[src/rtl/rst_sequencer_pkg.sv]
// Shared types and elaboration helpers for the reset sequencer.
package rst_seq_pkg;

    typedef enum logic [1:0] {
        ASSERT  = 2'd0,
        HOLD    = 2'd1,
        RELEASE = 2'd2,
        RUN     = 2'd3
    } state_t;

    function automatic int max2(input int a, input int b);
        return (a > b) ? a : b;
    endfunction

    function automatic bit params_ok(input int num_domains, input int hold_cycles,
                                     input int stage_gap, input int lock_stages);
        return (num_domains >= 1) && (hold_cycles >= 1) &&
               (stage_gap >= 1) && (lock_stages >= 2);
    endfunction

endpackage

[src/rtl/lock_synchronizer.sv]
// Multi-flop level synchronizer for slow asynchronous status inputs.
module lock_synchronizer #(
    parameter int STAGES = 2
) (
    input  logic CLK_I,
    input  logic RST_I,
    input  logic D_I,
    output logic Q_O
);

    logic [STAGES-1:0] sync_q;

    // Shift the raw level through the chain; the async clear forces "not locked".
    always_ff @(posedge CLK_I or posedge RST_I) begin
        if (RST_I) begin
            sync_q <= '0;
        end else begin
            sync_q <= {sync_q[STAGES-2:0], D_I};
        end
    end

    assign Q_O = sync_q[STAGES-1];

endmodule

[src/rtl/rst_sequencer.sv]
// Block-level reset sequencer: waits for lock, holds all domains in reset for a
// minimum width, then releases them in ascending order with a fixed gap.
//
//   state   | meaning
//   --------+-----------------------------------------------------------
//   ASSERT  | all domains in reset, waiting for synchronized lock
//   HOLD    | lock seen, counting the minimum all-asserted width
//   RELEASE | releasing domains one by one, STAGE_GAP cycles apart
//   RUN     | every domain released; watching for lock loss / sw reset
module rst_sequencer
    import rst_seq_pkg::*;
#(
    parameter int NUM_DOMAINS = 4,
    parameter int HOLD_CYCLES = 16,
    parameter int STAGE_GAP   = 8,
    parameter int LOCK_STAGES = 2
) (
    input  logic                   CLK_I,
    input  logic                   RST_I,
    input  logic                   LOCK_I,
    input  logic                   SWRST_I,
    output logic [NUM_DOMAINS-1:0] NRST_O,
    output logic                   RST_BUSY_O,
    output logic                   REL_DONE_O
);

    localparam int CNT_W = $clog2(max2(HOLD_CYCLES, STAGE_GAP) + 1);
    localparam int IDX_W = $clog2(NUM_DOMAINS + 1);

    localparam logic [CNT_W-1:0] HOLD_LAST = CNT_W'(HOLD_CYCLES - 1);
    localparam logic [CNT_W-1:0] GAP_LAST  = CNT_W'(STAGE_GAP - 1);
    localparam logic [IDX_W-1:0] IDX_LAST  = IDX_W'(NUM_DOMAINS - 1);

    if (!params_ok(NUM_DOMAINS, HOLD_CYCLES, STAGE_GAP, LOCK_STAGES)) begin : g_param_err
        $error("rst_sequencer: parameter below minimum (NUM_DOMAINS>=1, HOLD_CYCLES>=1, STAGE_GAP>=1, LOCK_STAGES>=2)");
    end

    state_t                 state_q;
    logic [CNT_W-1:0]       cnt_q;
    logic [IDX_W-1:0]       idx_q;
    logic [NUM_DOMAINS-1:0] nrst_q;
    logic                   busy_q;
    logic                   done_q;
    logic                   lock_s;
    logic                   resync;

    lock_synchronizer #(
        .STAGES (LOCK_STAGES)
    ) u_lock_sync (
        .CLK_I (CLK_I),
        .RST_I (RST_I),
        .D_I   (LOCK_I),
        .Q_O   (lock_s)
    );

    // Lock loss or a software request pulls every domain back into reset; ignored in ASSERT.
    assign resync = (state_q != ASSERT) && (!lock_s || SWRST_I);

    // Sequencing FSM with registered reset outputs; re-sequence takes priority over a release.
    always_ff @(posedge CLK_I or posedge RST_I) begin
        if (RST_I) begin
            state_q <= ASSERT;
            cnt_q   <= '0;
            idx_q   <= '0;
            nrst_q  <= '0;
            busy_q  <= 1'b1;
            done_q  <= 1'b0;
        end else if (resync) begin
            state_q <= ASSERT;
            cnt_q   <= '0;
            idx_q   <= '0;
            nrst_q  <= '0;
            busy_q  <= 1'b1;
            done_q  <= 1'b0;
        end else begin
            case (state_q)
                ASSERT: begin
                    if (lock_s) begin
                        state_q <= HOLD;
                        cnt_q   <= '0;
                    end
                end
                HOLD: begin
                    if (cnt_q == HOLD_LAST) begin
                        nrst_q <= NUM_DOMAINS'(1);
                        idx_q  <= IDX_W'(1);
                        cnt_q  <= '0;
                        if (NUM_DOMAINS == 1) begin
                            state_q <= RUN;
                            busy_q  <= 1'b0;
                            done_q  <= 1'b1;
                        end else begin
                            state_q <= RELEASE;
                        end
                    end else begin
                        cnt_q <= cnt_q + CNT_W'(1);
                    end
                end
                RELEASE: begin
                    if (cnt_q == GAP_LAST) begin
                        nrst_q <= nrst_q | (NUM_DOMAINS'(1) << idx_q);
                        idx_q  <= idx_q + IDX_W'(1);
                        cnt_q  <= '0;
                        if (idx_q == IDX_LAST) begin
                            state_q <= RUN;
                            busy_q  <= 1'b0;
                            done_q  <= 1'b1;
                        end
                    end else begin
                        cnt_q <= cnt_q + CNT_W'(1);
                    end
                end
                RUN: begin
                    nrst_q <= '1;
                end
                default: begin
                    state_q <= ASSERT;
                    nrst_q  <= '0;
                    busy_q  <= 1'b1;
                    done_q  <= 1'b0;
                end
            endcase
        end
    end

    assign NRST_O     = nrst_q;
    assign RST_BUSY_O = busy_q;
    assign REL_DONE_O = done_q;

endmodule
[config.mk]
export PLATFORM = sky130hd
export DESIGN_NAME = rst_sequencer
export DESIGN_NICKNAME = d
export VERILOG_FILES = /design/src/rtl/rst_sequencer_pkg.sv /design/src/rtl/lock_synchronizer.sv /design/src/rtl/rst_sequencer.sv
export SDC_FILE = /design/constraint.sdc
export NUM_CORES = 1
export LEC_CHECK = 0
export CAP_MARGIN = 10
export CELL_PAD_IN_SITES_DETAIL_PLACEMENT = 0
export CELL_PAD_IN_SITES_GLOBAL_PLACEMENT = 1
export CORE_MARGIN = 8
export CORE_UTILIZATION = 48
export CTS_BUF_LIST = sky130_fd_sc_hd__clkbuf_4 sky130_fd_sc_hd__clkbuf_8 sky130_fd_sc_hd__clkbuf_16
export DETAILED_ROUTE_END_ITERATION = 7
export DONT_BUFFER_PORTS = 1
export GPL_TIMING_DRIVEN = 0
export MAX_ROUTING_LAYER = met4
export PLACE_DENSITY = 0.75
export SLEW_MARGIN = 25
export SYNTH_ARGS = -nofsm -noshare
export SYNTH_HDL_FRONTEND = slang
export SYNTH_HIERARCHICAL = 1
export SYNTH_SLANG_ARGS = --single-unit
[constraint.sdc]
create_clock -name CLK_I -period 2.5 [get_ports CLK_I]
set_input_delay 0.75 -clock CLK_I [delete_from_list [all_inputs] [get_ports CLK_I]]
set_output_delay 0.75 -clock CLK_I [all_outputs]
set_load 0.02 [all_outputs]
* After elaboration in Yosys (flattened, before gate mapping)
Index checks and enable logic that the tools add are counted.
** Word-level totals
- Bits in registers :: 18
** Cells by class
- Add/subtract/negate cells :: 2
- Equality and inequality tests :: 10
- Shifts and indexed selects :: 1
- Multiplexer cells :: 27
- Bitwise logic cells :: 1
- Reductions and logical operators :: 16
** Operators with widths (number)
- 5-bit 2-to-1 mux :: 4
- 5-bit case mux with 3 select lines :: 1
- 4-bit 2-to-1 mux :: 3
- 4-bit case mux with 3 select lines :: 1
- 2-bit 2-to-1 mux :: 5
- 3-bit 2-to-1 mux :: 3
- 3-bit inequality test, second input constant :: 3
- 3-bit AND reduction :: 3
- 1-bit 2-to-1 mux :: 8
- 2-bit nonzero test :: 4
- 4-bit nonzero test :: 2
- 2-bit case mux with 3 select lines :: 1
- 3-bit case mux with 2 select lines :: 1
- 5-bit by 1-bit adder with 5-bit output, second input constant :: 1
- 5-bit by 3-bit == test with 1-bit output, second input constant :: 1
- 5-bit by 4-bit == test with 1-bit output, second input constant :: 1
- 5-bit AND reduction :: 1
- 2-bit == test, second input constant :: 2
- 4-bit OR :: 1
- 1-bit by 3-bit left shift with 4-bit output, first input constant :: 1
- 3-bit by 1-bit adder with 3-bit output, second input constant :: 1
- 3-bit by 2-bit == test with 1-bit output, second input constant :: 1
- 3-bit by 2-bit inequality test with 1-bit output, second input constant :: 1
- 3-bit nonzero test :: 1
- 6 further kinds :: 6

* Longest topological paths before layout
- Depth in word-level cells :: 5
- Depth in mapped cells :: 8

* Hierarchy
The synthesis kept the hierarchy.
** Modules (own cells, without submodules)
- rst_sequencer :: instances 1, cells each 108, area an instance 1071.0 um2, seq. area each 401.6 um2
- lock_synchronizer :: instances 1, cells each 3, area an instance 53.8 um2, seq. area each 50.0 um2

* Least setup slack after synthesis
OpenSTA, ideal clock, no wires.
- Path kind :: register -> register
- From :: register cnt_q[0]
- To :: register state_q[1]
- Library setup time :: 0.079 ns
- Arrival time :: 1.725 ns
- Data required time :: 2.421 ns
- Slack :: 0.695 ns
- Stages on the path, launching flop included :: 9
- Buffers on the path :: 0
- Period minus slack after synthesis :: 1.805 ns
- Cells stage by stage :: dfrtp_1 ha_1 nand3_1 inv_1 ha_1 nor2b_1 o22ai_1 o21ai_1 mux2i_1
** On the way
- Cells in the longest elaborated chain, start to end :: 3
- Elaborated cells between the ends (all ways) :: 5
- Classes of those cells :: 4 x eq/ne; 1 x reduce/logical
** Ends and longest elaborated chain
- start: declaration :: RTL line rst_sequencer.sv:39 : logic [CNT_W-1:0] cnt_q;
- start signal: assignment :: RTL line rst_sequencer.sv:96 : cnt_q <= cnt_q + CNT_W'(1);
- start signal: assignment :: RTL line rst_sequencer.sv:110 : cnt_q <= cnt_q + CNT_W'(1);
- 5-bit by 3-bit == test with 1-bit output or 5-bit by 4-bit == test with 1-bit output (tied branches) :: RTL line rst_sequencer.sv:100, rst_sequencer.sv:84
- 3-bit inequality test (no source line)
- 5-bit AND reduction (no source line) *
- end signal: assignment :: RTL line rst_sequencer.sv:93 : state_q <= RELEASE;
- end signal: assignment :: RTL line rst_sequencer.sv:105 : state_q <= RUN;
- end signal: assignment :: RTL line rst_sequencer.sv:117 : state_q <= ASSERT;
- end: declaration :: RTL line rst_sequencer.sv:38 : state_t state_q;
Mark *: on every way between the ends. The rest lies on a longest branch, timed or not.
A chain may end at the register's enable or synchronous reset.

* Final worst setup path
Same ends and word-level chain as after synthesis.

==> results.tsv <==
stage	metric	value	unit
sta	worstMarginPinSlew	0.6289	ns
worst_setup_path	required	2.72	ns
cells_and_area	diodes	0	
power_and_ir_drop	power.density	960.7	nW/µm²
logic_synthesis	yosysUniqueCellTypes	37	
clock_tree	clk_path_buf_depth	2	
grt	grt.busiest_layer	met2	
sta	finalClockSkew	0.009579	ns
sta	tns	0	ns
sta	slew_violations	0	
route	num_vias	799	
clock_tree	path_clk_slew	0.10	ns
cells_and_area	final_common_cell	dfrtp_1	
die	core_area	2212	µm²
route	drt_iter0_drc	31	
logic_synthesis	avgSynthCellArea	10.13	µm²
logic_synthesis	syn_nets	127	
worst_setup_path	critPathMaxStageDelay	0.40	ns
outcome	run_status	finished clean	
clock_tree	ctsHoldBuffers	0	
worst_setup_path	cp_slowest_cell	dfrtp_1	
clock_tree	clock_latency	0.29	ns
route	ant_nets	0	
grt	grt_max_degree	17	
clock_tree	cts.sinks	18	
die	rows	17	
logic_synthesis	synth_area	1125	µm²
sta	timing.final.crit_share	83.57	%
clock_tree	h-tree-depth	1	
worst_setup_path	cp-end-kind	flip-flop	
placed_design	post-place-cells	139	
clock_tree	cts_resized	0	
flow_run	drv_cap	0	
grt	grt_pass1_vias	845	
sta	finalHoldViolations	0	
logic_synthesis	yosysSeqAreaShare	40.16	%
sta	fin_crit	2.089	ns
sta	relSlewSlack	58.03	%
route	routedWlPerCell	14.34	µm
worst_setup_path	start_kind	flip-flop	
cells_and_area	fill_cells	212	
worst_setup_path	critPathKind	reg -> reg	
worst_setup_path	crit_arrival	2.31	ns
logic_synthesis	synth_warnings	6	
grt	grt_antenna_before_repair	0	
die	die_w	64.41	µm
min_path	worstHoldPathType	in -> async	
route	vias_per_cell	5.587	
sta	setup_viol_count_final	0	
route	drt_wl_total	2050	µm
route	drtPass1Iterations	4	
die	die_y	64.41	µm
worst_setup_path	cp_top_family	simple AND/OR/NAND/NOR gates	
placed_design	dp_hpwl	1585	µm
clock_tree	cts_made_buffers	3	
cells_and_area	area_growth	6.341	%
clock_tree	cts-root-buf	clkbuf_4	
cells_and_area	drive_gt1_share	12.17	%
die	io_pins	10	
logic_synthesis	syn_inst	111	
sta	rsz0062_at_grt	no	
die	dieArea	4149	µm²
cells_and_area	fin_nets	132	
worst_setup_path	path_cells	ha_1, nand3_1, inv_1, ha_1, nor2b_1, o22ai_1, o21ai_1, mux2i_1	
clock_tree	postCtsSetupBuffers	0	
placed_design	portBuffers	0	
cells_and_area	final_cell_mix	17 x dfrtp_1, 13 x inv_1, 12 x ha_1, 9 x a21oi_1	
route	drt_drc_violations_left	0	
grt	met3_usage	4.296	%
worst_setup_path	crit_fanout	6	
grt	track_usage	11.46	%
worst_setup_path	path_common_cell	ha_1	
grt	grtUsageMet1	14.42	%
power_and_ir_drop	power.leakage	0.5614	nW
grt	use_met2	17.14	%
power_and_ir_drop	irDropWorstVdd	481.1	µV
clock_tree	cts_tree	done	
grt	overflow	0	
grt	grt_pass1_wl	3801	µm
cells_and_area	final_cells	143	
sta	max_freq	478.6	MHz
placed_design	place_congestion	0.7817	
logic_synthesis	ys_ff_latch	18	
die	start_util	50.85	%
worst_setup_path	crit_buf_inv	1	
[synthesized netlist by cell type]
master     number  area share (%)
o22ai_1         2             1.1
or2_4           1            0.78
and3_1          2             1.1
and4bb_2        1             1.1
o21ai_0         2            0.89
nand3_1         3             1.3
nor2_1          5             1.7
o21bai_1        1            0.67
dfrtp_1        17              38
dfstp_2         1             2.3
o31ai_1         3             2.0
a211oi_2        1             1.1
and2_1          1            0.56
o2bb2ai_1       1            0.78
nor3_2          1            0.89
inv_1          13             4.3
o21ai_1         3             1.3
or3_2           1            0.67
o31a_1          1            0.78
a21o_1          3             2.0
nand2b_1        3             1.7
o31ai_4         1             1.9
mux2_2          1             1.0
nor4_1          1            0.56
a2111oi_0       1            0.78
a21oi_1         9             4.0
a22o_1          4             3.1
nor3_1          1            0.44
nand2_1         3             1.0
nor2b_1         5             2.8
nand4bb_1       1             1.0
ha_1           12              13
buf_6           2             2.0
a2bb2oi_1       1            0.78
o311ai_0        1            0.78
mux2i_1         1            0.89
nand3b_1        1            0.67
[metrics by stage]
stage | utilization, % | setup slack (ns) | hold slack [ns] | area, µm² | total power, mW
global route | 54.07 | 0.2290 | 0.1424 | 1196 | 1.253
global placement | 52.43 | 0.4521 | 0.3367 | 1160 | 0.9723
floorplan | - | 0.6955 | 0.3312 | 1125 | 0.8701
CTS | 54.07 | 0.3994 | 0.1648 | 1196 | 1.159
finish | 54.07 | 0.4106 | 0.1731 | 1196 | 1.149
detailed placement | 52.43 | 0.4308 | 0.3373 | 1160 | 0.9764
[per-layer routing]
layer,wire [µm],share of wire (%)
met1,1050,51
met2,892,44
met3,99,4.8
met4,8,0.39
met5,0,0
[state kept, by name (all words and copies together), names as in the netlist]
name                flops
RST_BUSY_O              1
idx_q                   3
u_lock_sync/sync_q      2
state_q                 2
cnt_q                   5
NRST_O                  4
REL_DONE_O              1
[layout make-up]
cell class                 count  area [µm²]  share of cell area (%)
multi-input combinational     78       601.8                   50.31
sequential                    18       451.7                   37.76
inverter                      13       48.80                   4.079
clock buffer                   4       36.28                   3.033
tap                           28       35.03                   2.929
buffer                         2       22.52                   1.883
[worst paths after layout]
kind	from	to	slack [ns]	cells after the start
setup / recovery	cnt_q[0]$_DFFE_PP0P_	state_q[1]$_DFFE_PP0P_	0.41	8
hold / removal	RST_I	u_lock_sync/sync_q[1]$_DFF_PP0_	0.17	1
setup reg to reg	cnt_q[0]$_DFFE_PP0P_	state_q[1]$_DFFE_PP0P_	0.41	8
hold reg to reg	u_lock_sync/sync_q[0]$_DFF_PP0_	u_lock_sync/sync_q[1]$_DFF_PP0_	0.37	0
max in group asynchronous	RST_I	idx_q[0]$_DFFE_PP0P_	1.68	1
min in group CLK_I	u_lock_sync/sync_q[0]$_DFF_PP0_	u_lock_sync/sync_q[1]$_DFF_PP0_	0.37	0
[kinds of logic (layout without fill, tap and decap cells)]
kind of cell | count (synthesis) | after routing | share of synthesized area, %
compound gates | 34 | 34 | 22.02
mux | 2 | 2 | 1.891
buf+inv | 15 | 19 | 6.341
simple gates | 30 | 30 | 16.24
fa+ha+maj | 12 | 12 | 13.35
flops | 18 | 18 | 40.16
[power by group]
group	switching, mW	internal, mW	total, mW	leakage, nW
logic	0.325	0.225	0.550	0.303
clock network	0.0873	0.0888	0.176	0.0210
registers	0.0790	0.344	0.423	0.237
No activity file was read; power rests on OpenSTA's default activity.
